<file path="src/rtl/xor_arbiter.sv">
// Two-requester round-robin arbiter in front of a bit-serial XOR unit.
// Ports: CLK/RST, REQx/Ax/Bx in; GNTx, BUSY, DONE, Y, ID out.

module xor_gate (
    input  logic A,
    input  logic B,
    output logic C
);
    assign C = A ^ B;
endmodule

module xor_arbiter #(
    parameter int WIDTH = 8
) (
    input  logic             CLK,
    input  logic             RST,
    input  logic             REQ0,
    input  logic [WIDTH-1:0] A0,
    input  logic [WIDTH-1:0] B0,
    input  logic             REQ1,
    input  logic [WIDTH-1:0] A1,
    input  logic [WIDTH-1:0] B1,
    output logic             GNT0,
    output logic             GNT1,
    output logic             BUSY,
    output logic             DONE,
    output logic [WIDTH-1:0] Y,
    output logic             ID
);
    localparam int CW = $clog2(WIDTH);
    localparam logic [CW-1:0] CNT_LAST = CW'(WIDTH - 1);
    localparam logic [CW-1:0] CNT_ONE  = CW'(1);

    localparam logic [1:0] S_IDLE  = 2'd0;
    localparam logic [1:0] S_SHIFT = 2'd1;
    localparam logic [1:0] S_DONE  = 2'd2;

    logic [1:0]       state_q, state_d;
    logic [CW-1:0]    cnt_q, cnt_d;
    logic [WIDTH-1:0] a_q, a_d;
    logic [WIDTH-1:0] b_q, b_d;
    logic [WIDTH-1:0] r_q, r_d;
    logic [WIDTH-1:0] y_q, y_d;
    logic             id_q, id_d;
    logic             last_q, last_d;
    logic             sel_q, sel_d;
    logic             gnt0_q, gnt0_d;
    logic             gnt1_q, gnt1_d;
    logic             win;
    logic             bit_c;

    xor_gate u_xor (
        .A (a_q[0]),
        .B (b_q[0]),
        .C (bit_c)
    );

    always_comb begin
        state_d = state_q;
        cnt_d   = cnt_q;
        a_d     = a_q;
        b_d     = b_q;
        r_d     = r_q;
        y_d     = y_q;
        id_d    = id_q;
        last_d  = last_q;
        sel_d   = sel_q;
        gnt0_d  = 1'b0;
        gnt1_d  = 1'b0;
        win     = 1'b0;

        case (state_q)
            S_IDLE: begin
                if (REQ0 || REQ1) begin
                    // Under contention the requester not served last wins.
                    win     = (REQ0 && REQ1) ? ~last_q : REQ1;
                    sel_d   = win;
                    a_d     = win ? A1 : A0;
                    b_d     = win ? B1 : B0;
                    r_d     = '0;
                    cnt_d   = '0;
                    gnt0_d  = ~win;
                    gnt1_d  = win;
                    state_d = S_SHIFT;
                end
            end
            S_SHIFT: begin
                // LSB-first: result enters at the MSB and walks down.
                r_d   = {bit_c, r_q[WIDTH-1:1]};
                a_d   = a_q >> 1;
                b_d   = b_q >> 1;
                cnt_d = cnt_q + CNT_ONE;
                if (cnt_q == CNT_LAST) begin
                    state_d = S_DONE;
                    y_d     = r_d;
                    id_d    = sel_q;
                    last_d  = sel_q;
                end
            end
            S_DONE: begin
                state_d = S_IDLE;
            end
            default: begin
                state_d = S_IDLE;
            end
        endcase
    end

    always_ff @(posedge CLK) begin
        if (RST) begin
            state_q <= S_IDLE;
            cnt_q   <= '0;
            a_q     <= '0;
            b_q     <= '0;
            r_q     <= '0;
            y_q     <= '0;
            id_q    <= 1'b0;
            last_q  <= 1'b1;
            sel_q   <= 1'b0;
            gnt0_q  <= 1'b0;
            gnt1_q  <= 1'b0;
        end else begin
            state_q <= state_d;
            cnt_q   <= cnt_d;
            a_q     <= a_d;
            b_q     <= b_d;
            r_q     <= r_d;
            y_q     <= y_d;
            id_q    <= id_d;
            last_q  <= last_d;
            sel_q   <= sel_d;
            gnt0_q  <= gnt0_d;
            gnt1_q  <= gnt1_d;
        end
    end

    assign GNT0 = gnt0_q;
    assign GNT1 = gnt1_q;
    assign BUSY = (state_q == S_SHIFT) || (state_q == S_DONE);
    assign DONE = (state_q == S_DONE);
    assign Y    = y_q;
    assign ID   = id_q;

endmodule

</file>
<file path="config.mk">
export PLATFORM = sky130hd
export DESIGN_NAME = xor_arbiter
export DESIGN_NICKNAME = d
export VERILOG_FILES = /design/src/rtl/xor_arbiter.sv
export SDC_FILE = /design/constraint.sdc
export NUM_CORES = 1
export LEC_CHECK = 0
export BUFFER_PORTS_ARGS = -buffer_cell sky130_fd_sc_hd__buf_2
export CORE_MARGIN = 2
export CORE_UTILIZATION = 59
export CTS_BUF_LIST = sky130_fd_sc_hd__clkbuf_8
export CTS_CLUSTER_DIAMETER = 50
export DETAILED_ROUTE_END_ITERATION = 12
export GPL_ROUTABILITY_DRIVEN = 0
export PLACE_DENSITY = 0.95
export SYNTH_ARGS = -nofsm -noshare
export SYNTH_HDL_FRONTEND = slang
export SYNTH_SLANG_ARGS = --single-unit
</file>
<file path="constraint.sdc">
create_clock -name CLK -period 4.4 [get_ports CLK]
set_input_delay 0.88 -clock CLK [delete_from_list [all_inputs] [get_ports CLK]]
set_output_delay 0.88 -clock CLK [all_outputs]
set_load 0.005 [all_outputs]
</file>
Yosys cells after proc, flatten, opt, wreduce, memory -nomap -nowiden

Cells that the tools add are included.

Register bits after elaboration: 42
Logic and storage cells: 46

Add/sub/neg operators: 1
Eq/ne operators: 5
Muxes and demuxes: 14
Bitwise logic cells: 5
Reduce and logical (&&, ||, !) cells: 10

Operators with widths:

| operator              | count |
|---|---|
| $pmux W8 S2           | 3 |
| $mux W8               | 5 |
| $reduce_and A2 Y1     | 4 |
| $pmux W3 S2           | 1 |
| $mux W2               | 2 |
| $ne A2 B2 Y1 const B  | 2 |
| $not A1 Y1            | 4 |
| $pmux W2 S2           | 1 |
| $add A3 B1 Y3 const B | 1 |
| $eq A3 B3 Y1 const B  | 1 |
| $mux W3               | 1 |
| $reduce_or A3 Y1      | 1 |
| $eq A2 B1 Y1 const B  | 1 |
| $eq A2 B2 Y1 const B  | 1 |
| $logic_not A2 Y1      | 1 |
| $logic_or A1 B1 Y1    | 2 |
| $reduce_bool A2 Y1    | 1 |
| $logic_and A1 B1 Y1   | 1 |
| $mux W1               | 1 |
| $xor A1 B1 Y1         | 1 |

Logic depth before layout (Yosys ltp)

Gate-level depths: netlist (run 1).

Depth after elaboration: 5
Mapped depth: 8

Cells and area by module

From an unflattened synthesis (run 1), not the netlist that was laid out.

Cells, all modules: 224
Area total of the unflattened synthesis: 2,083.2 um^2

Modules (own cells, without submodules):

| module      | times used | cells an instance | area each (um^2) | sequential area each (um^2) |
|---|---|---|---|---|
| xor_arbiter | 1          | 223               | 2,074.5          | 820.8 |
| xor_gate    | 1          | 1                 | 8.8              | 0.0 |

Least setup slack after synthesis (run 1)

Ideal clock, no wire load.

Path kind: input -> register
Start: in RST
End: reg a_q[0]
Setup time: 0.131 ns
Data arrival time: 1.727 ns
Data required time: 4.269 ns
Path slack: 2.543 ns
Stages: 4
Path buffers: 3
Cell sequence: clkbuf_1 -> clkbuf_1 -> clkbuf_1 -> o22ai_1

RTL lines:

| item                   | line | text |
|---|---|---|
| start: declaration     | 16   | `input logic RST,` |
| end signal: assignment | 113  | `a_q <= '0;` |
| end signal: assignment | 125  | `a_q <= a_d;` |
| end: declaration       | 40   | `logic [WIDTH-1:0] a_q, a_d;` |

No word-level cell between the ends.

Worst setup path after layout (run 1)

Start: reg state_q[1]
End: reg a_q[3]

Cells in the longest elaborated chain, start to end: 3
Elaborated cells between the ends (all ways): 6
Those cells by class: 2 x eq/ne; 1 x mux; 3 x reduce/logical

RTL lines:

| item                                                                | line | text |
|---|---|---|
| start: declaration                                                  | 38   | `logic [1:0] state_q, state_d;` |
| start signal: assignment                                            | 123  | `state_q <= state_d;` |
| $eq A2 B1 Y1 / $logic_not A2 Y1 (equally long branches)             | 72   | `case (state_q)` |
| $reduce_bool A2 Y1 (no line) / $ne A2 B2 Y1 (equally long branches) | -    |  |
| $reduce_and A2 Y1 (no line)                                         | -    |  |

Several ways; a longest one is shown, not always the timed one.
A chain may end at the register's enable or synchronous reset.

==> results of run 1 <==
power breakdown:
part	switching [mW]	internal (mW)	leakage [nW]
sequential	0.0178	0.398	0.334
combinational	0.0914	0.0712	0.559
clock	0.128	0.165	0.0540
worst max path at each step:
stage,from,to,slack (ns),cells after the start
final,state_q[1],a_q[3],2.27,7
after global routing,state_q[1],cnt_q[0],2.09,7
after CTS,state_q[1],cnt_q[0],2.30,7
after detailed placement,REQ1,a_q[3],2.15,4
after global placement,REQ1,a_q[2],2.18,4
after floorplan,RST,a_q[0],2.54,4
flip-flops by register name, indices dropped and copies added, names as in the netlist:
register  flops
Y             8
a_q           8
b_q           8
r_q           7
cnt_q         3
state_q       2
GNT0          1
GNT1          1
ID            1
last_q        1
sel_q         1
cells in the mapped netlist:
cell type  count  share of area, %
nor2b_1        8               2.5
buf_2          8               2.0
nor3_1        20               5.1
dfxtp_1       41                42
a211oi_1       2              0.76
mux2_2         4               2.3
nand2b_1       9               2.8
a21bo_1        1              0.51
a21boi_1       1              0.38
o32ai_1       10               4.4
o21ai_1        6               1.5
mux2_1         1              0.57
o221ai_1       1              0.44
nand3_1       10               2.5
ha_1           5               3.2
or3b_1         1              0.44
or2_2          1              0.32
nor2_1         5              0.95
a222oi_1       5               2.5
buf_6          1              0.57
nor3b_2        1              0.63
and2_1         1              0.32
buf_4          1              0.38
or4_1          7               2.7
inv_1          5              0.95
or3_1          1              0.32
xor2_1         1              0.44
a2111o_1       1              0.57
clkbuf_1       9               1.7
a21oi_1       22               5.6
o21a_1         1              0.38
nand2_1       20               3.8
o22ai_1        5               1.6
mux2i_1        8               4.1
o21ai_0        5               1.3
logic make-up (layout without fill, tap and decap cells):
family / Yosys count / after routing
adders and majority gates: 5 / 5
and+or+nand+nor: 84 / 84
buffers and inverters: 24 / 63
DFF: 41 / 41
muxes: 13 / 13
AOI/OAI and AO/OA: 60 / 60
xor gates and xnor gates: 1 / 1
critical path, stage by stage (launching register included):
cell     delay (ns)
dfxtp_1        0.33
inv_1          0.08
ha_1           0.14
buf_4          0.38
nor2_1         0.08
buf_4          0.21
nor2_1         0.56
o32ai_1        0.18
routing by layer:
layer | wire length, um | global-route usage (%)
met1 | 1940 | 30.9
met5 | 0 | 0
met4 | 70 | 7.90
met3 | 191 | 6.42
met2 | 1990 | 39.1
cell type report:
| type | count | area, um2 |
|---|---|---|
| Sequential cell | 41 | 821 |
| Fill cell | 270 | 976 |
| Clock buffer | 5 | 68.8 |
| Tap cell | 46 | 57.6 |
| Timing Repair Buffer | 51 | 263 |
| Inverter | 5 | 18.8 |
| Multi-Input combinational cell | 163 | 1040 |
| Clock inverter | 2 | 35.0 |
==> results.py, run 1 <==
metrics = {
    "outcome": {
        "status": "finished clean",
    },
    "clock_network": {
        "numCtsBuffers": 5,
        "ctsResizeCount": 0,
        "clockBufferDepth": 2,
        "post_cts_buffers": 0,
        "h-tree-depth": 2,
        "cts.sinks": 41,
        "ctsHoldBuffers": 0,
        "cts_tree": "done",
        "clk_pin_slew_ns": 0.08,
        "clk_latency_ns": 0.30,
        "cts_root_buf": "clkbuf_8",
    },
    "floorplanning": {
        "core_um2": 3280,
        "die-area_um2": 3830,
        "die_y_um": 61.9,
        "initial_utilization_pct": 60.2,
        "io_pins": 49,
        "rows": 21,
        "die_w_um": 61.9,
    },
    "cells_and_area": {
        "final_common_cell": "buf_2",
        "final_core_util_pct": 70.3,
        "antennaDiodeCount": 0,
        "postLayoutCellArea_um2": 2310,
        "final_nets": 308,
        "syn_to_final_growth_pct": 16.8,
        "final_cell_mix": "48 x buf_2, 41 x dfxtp_1, 22 x a21oi_1, 20 x nand2_1, 20 x nor3_1",
        "drive_above_1_share_pct": 24.0,
        "final_cells": 313,
    },
    "synthesis": {
        "avgSynthCellArea_um2": 8.67,
        "synth-compound-area-share_pct": 19.9,
        "synth_seq_cells": 41,
        "synth_fa_ha_area_share_pct": 3.16,
        "yosysSeqAreaShare_pct": 41.5,
        "synth-simple-area-share_pct": 22.4,
        "ys_types": 35,
        "synth_xor_xnor_area_share_pct": 0.443,
        "synthMuxAreaShare_pct": 6.90,
        "synth_fp_nets": 269,
        "synth_top_family_by_area": "simple AND/OR/NAND/NOR gates",
        "syn_inst": 228,
        "synth_area_um2": 1980,
        "yosys_warnings": 0,
    },
    "sta": {
        "worst-slew-pin-transition_ns": 0.766,
        "hold_viol_final": 0,
        "setup_viol": 0,
        "slew_headroom_pct": 48.9,
        "fin_ws_ns": 2.27,
        "fin_crit_sh_pct": 48.4,
        "finalSetupTns_ns": 0,
        "rsz0062_at_grt": "no",
        "whs_ns": 0.452,
        "fin_crit_ns": 2.13,
        "fmax_ghz": 0.470,
        "clock-skew-final_ns": 0.00557,
        "slew_viol_final": 0,
    },
    "worst_hold_path": {
        "hold_depth": 2,
        "holdPathEnd": "ID",
        "min-delay-start": "ID",
        "min_path_type": "reg2reg",
    },
    "power": {
        "p_leak_nw": 0.947,
        "peakVddDrop_mv": 0.247,
        "power_mw": 0.871,
        "p_per_area_nw_per_um2": 377,
    },
    "placement": {
        "place_inst": 306,
        "port_buffers": 48,
        "hpwlAfterDp_um": 2780,
        "post_dp_cell_area_um2": 2200,
        "place_ws_ns": 2.15,
    },
    "drt": {
        "drtIter0Drc": 92,
        "detail-route-antenna-nets": 0,
        "num_vias": 1786,
        "first_pass_iters": 4,
        "routed_wl_um": 4200,
        "drc": 0,
        "viasPerCell": 5.71,
        "routedWlPerCell_um": 13.4,
    },
    "setup_path": {
        "worstSetupEndpointType": "register",
        "required_ns": 4.54,
        "r2r-end": "a_q[3]",
        "rrSetupSlack_ns": 2.27,
        "crit_fanout": 47,
        "worstReg2RegStart": "state_q[1]",
        "reg2reg_depth": 7,
        "critical_path_class": "reg2reg",
        "start_kind": "register",
        "cp.arrival_ns": 2.27,
    },
    "global_routing": {
        "gr-total-overflow": 0,
        "grt_pass1_vias": 1545,
        "grt_pass1_wl_um": 6760,
        "grt_usage_pct": 24.0,
        "antenna_found_initial": 0,
        "grt_max_degree": 51,
    },
    "flow_run": {
        "max_cap_violations": 0,
    },
}
Power figures use the tool's default switching activity.
==> run 2, diff against run 1 <==
Settings changed: CORE_UTILIZATION 59 to 55, PLACE_DENSITY 0.95 to 0.9.
Clock period 4.4 ns to 2.21 ns, I/O delays scaled along.
==> run 2 against run 1 <==
  * Non-clock buffer count rose by 6
  * Routed wire length rose by 7.5%
  * Clock power rose by 66%
  * Combinational power rose by 110%
  * Global-route usage rose by 0.62 points
  * Setup slack got worse by 2.1 ns
  * Worst hold slack got worse by 0.037 ns
  * Power rose by 90%
  * Sequential cell count did not move
  * Critical path depth fell by 1
  * Clock skew fell by 0.00084 ns
  * Critical path type unchanged
  * Critical endpoint unchanged
  * Largest cell class unchanged
  * Highest routed layer unchanged
==> results.py, run 2 (same netlist as run 1, synthesis figures left out) <==
metrics = {
    "outcome": {
        "status": "finished clean",
    },
    "setup_path": {
        "worstReg2RegStart": "state_q[0]",
        "crit_chain": "inv_1, ha_1, nor3b_2, buf_4, nor2_1, o32ai_1",
        "path_delay_family": "simple AND/OR/NAND/NOR gates",
        "required_ns": 2.35,
        "cp.arrival_ns": 2.15,
        "cpMaxStageDelayCell": "nor2_1",
        "worstSetupEndpointType": "register",
        "cpPeakStageDelay_ns": 0.60,
        "reg2reg_depth": 6,
        "crit_fanout": 17,
        "start_kind": "register",
        "r2r-end": "a_q[3]",
        "critical_path_class": "reg2reg",
        "rrSetupSlack_ns": 0.20,
        "critPathBufInv": 2,
    },
    "clock_network": {
        "clk_latency_ns": 0.29,
        "clk_pin_slew_ns": 0.07,
        "ctsResizeCount": 0,
        "h-tree-depth": 2,
        "ctsHoldBuffers": 0,
        "cts.sinks": 41,
        "post_cts_buffers": 0,
        "cts_root_buf": "clkbuf_8",
        "cts_tree": "done",
        "numCtsBuffers": 5,
        "clockBufferDepth": 2,
    },
    "sta": {
        "fmax_ghz": 0.496,
        "worst-slew-pin-transition_ns": 0.755,
        "fin_crit_sh_pct": 91.1,
        "hold_viol_final": 0,
        "fin_crit_ns": 2.01,
        "slew_headroom_pct": 49.5,
        "clock-skew-final_ns": 0.00473,
        "whs_ns": 0.415,
        "finalSetupTns_ns": 0,
        "setup_viol": 0,
        "slew_viol_final": 0,
        "fin_ws_ns": 0.196,
        "rsz0062_at_grt": "no",
    },
    "placement": {
        "post_dp_cell_area_um2": 2250,
        "place_inst": 312,
        "place_ws_ns": 0.220,
        "port_buffers": 48,
        "hpwlAfterDp_um": 3140,
    },
    "drt": {
        "drc": 0,
        "first_pass_iters": 5,
        "viasPerCell": 5.92,
        "drtIter0Drc": 200,
        "routedWlPerCell_um": 14.1,
        "routed_wl_um": 4510,
        "detail-route-antenna-nets": 0,
        "num_vias": 1888,
    },
    "worst_hold_path": {
        "min_path_type": "in2reg",
        "min-delay-start": "B1[7]",
        "holdPathEnd": "b_q[7]",
        "hold_depth": 3,
    },
    "floorplanning": {
        "initial_utilization_pct": 58.3,
        "io_pins": 49,
        "core_um2": 3390,
        "die-area_um2": 4090,
        "die_y_um": 64.0,
        "die_w_um": 64.0,
        "rows": 21,
    },
    "cells_and_area": {
        "final_core_util_pct": 68.9,
        "final_cell_mix": "48 x buf_2, 41 x dfxtp_1, 22 x a21oi_1, 20 x nand2_1, 20 x nor3_1",
        "drive_above_1_share_pct": 25.3,
        "postLayoutCellArea_um2": 2340,
        "syn_to_final_growth_pct": 18.2,
        "final_nets": 314,
        "antennaDiodeCount": 0,
        "fill_cells": 255,
        "final_cells": 319,
        "final_common_cell": "buf_2",
    },
    "power": {
        "power_mw": 1.65,
        "p_leak_nw": 0.971,
        "p_switching_mw": 0.466,
        "internal-power_mw": 1.19,
        "peakVddDrop_mv": 0.440,
        "clockPowerShare_pct": 29.2,
        "pwr-share-comb_pct": 20.7,
        "p_per_area_nw_per_um2": 708,
        "pwr-share-seq_pct": 50.1,
        "p_sw_share_pct": 28.2,
    },
    "global_routing": {
        "grt_max_degree": 31,
        "antenna_found_initial": 0,
        "grt_pass1_vias": 1717,
        "grt_pass1_wl_um": 7820,
        "grt_usage_pct": 24.6,
        "gr-total-overflow": 0,
    },
    "flow_run": {
        "max_cap_violations": 0,
    },
}
## run 2: area by class of cell
cell class	count	area, um2	share of cell area [%]
clock buffer	6	82.6	3.54
clock inverter	1	3.75	0.161
inverter	5	18.8	0.803
timing repair buffer	57	308	13.2
multi-input combinational	163	1040	44.7
tap	46	57.6	2.46
sequential	41	821	35.1
## run 2: tightest hold or removal path, delay by kind of cell
family / cells / cell delay [ns]
compound gates: 1 / 0.09
buf+inv: 1 / 0.07
mux: 1 / 0.05
## run 2: how the worst max path moves through the flow
stage          startpoint       end  slack, ns  cells after the start
2_1_floorplan  state_q[1]    a_q[0]       0.50                      7
3_3_place_gp   state_q[0]  cnt_q[0]       0.33                      6
3_5_place_dp   state_q[0]    a_q[3]       0.22                      6
4_1_cts        state_q[0]    a_q[3]       0.20                      6
5_1_grt        state_q[0]    a_q[3]       0.03                      6
6_report       state_q[0]    a_q[3]       0.20                      6
## run 2: power by group through the flow
stage          Combinational [mW]  Sequential (mW)  Clock, mW
2_1_floorplan               0.245            0.834          0
3_3_place_gp                0.323            0.841          0
3_5_place_dp                0.336            0.844          0
4_1_cts                     0.339            0.827      0.485
5_1_grt                     0.379            0.835      0.519
6_report                    0.342            0.829      0.484
## run 2: routing by layer
metal  routed length (um)  up-vias  GRT usage, %
li1                     -      930             -
met3                  281       15          5.99
met5                    0        -             0
met1                 1940      864          31.1
met4                  165        0          10.9
met2                 2120       79          39.6
==> run 3, diff against run 2 <==
Settings changed: CORE_ASPECT_RATIO set to 1.25, CTS_BUF_LIST sky130_fd_sc_hd__clkbuf_8 to sky130_fd_sc_hd__clkbuf_4.
==> run 3 against run 2 <==
  * Clock power fell by 22%
  * Non-clock buffer count did not move
  * Combinational power down 1%
  * Maximum frequency increased by 0.66%
  * Worst hold slack worse by 0.071 ns
  * Clock skew rose by 0.0069 ns
  * Final area shrank 1.7%
  * Routed wire length decreased by 4.1%
  * Count of clock-buffer cells in the layout decreased by 1
  * Utilization shrank 2.4 points
  * Global-route usage shrank 2.2 points
  * Cell count is 1.9% lower
  * Largest cell class unchanged
  * Largest power group unchanged
  * Highest routed layer unchanged
==> results.py, run 3 (same netlist as run 1, synthesis figures left out) <==
metrics = {
    "sta": {
        "worst-slew-pin-transition_ns": 0.715,
        "fin_crit_sh_pct": 90.5,
        "setup_viol": 0,
        "slew_headroom_pct": 52.2,
        "fin_ws_ns": 0.209,
        "rsz0062_at_grt": "no",
        "slew_viol_final": 0,
        "clock-skew-final_ns": 0.0117,
        "fin_crit_ns": 2.00,
        "finalSetupTns_ns": 0,
        "hold_viol_final": 0,
        "fmax_ghz": 0.500,
    },
    "setup_path": {
        "crit_chain": "inv_1, ha_1, nor3b_2, buf_4, nor2_1, o32ai_1",
        "crit_fanout": 18,
        "path_delay_family": "simple AND/OR/NAND/NOR gates",
        "worstSetupEndpointType": "register",
        "required_ns": 2.41,
        "start_kind": "register",
        "critPathBufInv": 2,
        "critPathCapture": "b_q[2]",
        "reg2reg_depth": 6,
        "cp.arrival_ns": 2.21,
        "cpPeakStageDelay_ns": 0.58,
        "worstSetupStartpoint": "state_q[0]",
        "critical_path_class": "reg2reg",
        "worstReg2RegStart": "state_q[0]",
        "rrSetupSlack_ns": 0.21,
        "r2r-end": "b_q[2]",
        "cp.depth": 6,
        "cpMaxStageDelayCell": "nor2_1",
    },
    "global_routing": {
        "antenna_found_initial": 0,
        "grt_pass1_vias": 1721,
        "gr-total-overflow": 0,
        "grt_pass1_wl_um": 7220,
        "grt_max_degree": 33,
        "grt_usage_pct": 22.4,
    },
    "clock_network": {
        "post_cts_buffers": 0,
        "ctsResizeCount": 0,
        "cts_root_buf": "clkbuf_4",
        "clk_latency_ns": 0.36,
        "numCtsBuffers": 5,
        "h-tree-depth": 2,
        "clockBufferDepth": 2,
        "ctsHoldBuffers": 0,
        "cts.sinks": 41,
        "cts_tree": "done",
        "clk_pin_slew_ns": 0.12,
    },
    "cells_and_area": {
        "fill_cells": 305,
        "syn_to_final_growth_pct": 16.1,
        "antennaDiodeCount": 0,
        "regArea_um2": 821,
        "final_cell_mix": "48 x buf_2, 41 x dfxtp_1, 22 x a21oi_1, 20 x nand2_1, 20 x nor3_1",
        "final_nets": 314,
        "postLayoutCellArea_um2": 2300,
        "final_common_cell": "buf_2",
        "multi_input_comb_area_um2": 1040,
        "drive_above_1_share_pct": 25.5,
        "final_cells": 313,
    },
    "drt": {
        "routed_wl_um": 4320,
        "drc": 0,
        "detail-route-antenna-nets": 0,
        "routedWlPerCell_um": 13.8,
        "first_pass_iters": 5,
        "num_vias": 1839,
        "viasPerCell": 5.88,
        "drtIter0Drc": 73,
    },
    "floorplanning": {
        "core_um2": 3450,
        "die-area_um2": 4090,
        "io_pins": 49,
        "rows": 24,
        "die_w_um": 57.6,
        "die_y_um": 71.0,
        "initial_utilization_pct": 57.2,
    },
    "power": {
        "peakVddDrop_mv": 0.533,
        "p_per_area_nw_per_um2": 671,
        "p_leak_nw": 0.956,
    },
    "worst_hold_path": {
        "min_path_type": "in2reg",
    },
    "placement": {
        "hpwlAfterDp_um": 3150,
        "place_inst": 305,
        "port_buffers": 48,
        "place_ws_ns": 0.248,
        "post_dp_cell_area_um2": 2240,
    },
    "flow_run": {
        "max_cap_violations": 0,
    },
    "outcome": {
        "status": "finished clean",
    },
}
## run 3: worst min path at each step
stage | depth (start not counted) | endpoint | from | slack (ns)
final | 3 | b_q[7] | B1[7] | 0.34
after CTS | 3 | a_q[7] | A1[7] | 0.33
after global routing | 3 | a_q[7] | A1[7] | 0.35
after global placement | 2 | Y[0] | Y[0] | 0.44
after floorplan | 2 | Y[0] | r_q[1] | 0.43
after detailed placement | 2 | Y[0] | Y[0] | 0.44
## run 3: power breakdown
group          switching (mW)  total (mW)  leakage, nW  internal, mW
Combinational           0.184       0.337        0.589         0.153
Sequential             0.0341       0.828        0.334         0.793
Clock                   0.255       0.376       0.0326         0.121
Total                   0.473        1.54        0.956          1.07
## run 3: stage by stage
step                      utilization (%)  hold WS [ns]  power (mW)
after floorplan                         -         0.430        1.08
after global placement               64.9         0.439        1.17
after detailed placement             64.9         0.445        1.18
after CTS                            66.5         0.335        1.54
after global routing                 66.5         0.355        1.62
final                                66.5         0.345        1.54
## run 3: layer usage
layer / up-vias / track usage (%) / part of all wire (%) / wire length (um)
met5: - / 0 / 0 / 0
met2: 47 / 40.4 / 53 / 2280
li1: 928 / - / - / -
met4: 0 / 10.9 / 2.3 / 101
met3: 11 / 5.30 / 4.2 / 182
met1: 853 / 23.9 / 41 / 1760
## run 3: layout make-up
type | instances | area share, %
inverters | 5 | 0.817
repair buffers | 57 | 13.4
clock buffers | 5 | 1.63
clock inverters | 3 | 0.763
flip-flops and latches | 41 | 35.7
well taps | 39 | 2.13
multi-input cells | 163 | 45.5
## run 3: worst register-to-register path: cells and delay by family (launching register included)
kind | cells | cell delay [ns]
buffers and inverters | 2 | 0.26
adders and majority gates | 1 | 0.26
and+or+nand+nor | 2 | 0.77
AOI/OAI and AO/OA | 1 | 0.18
DFF | 1 | 0.38
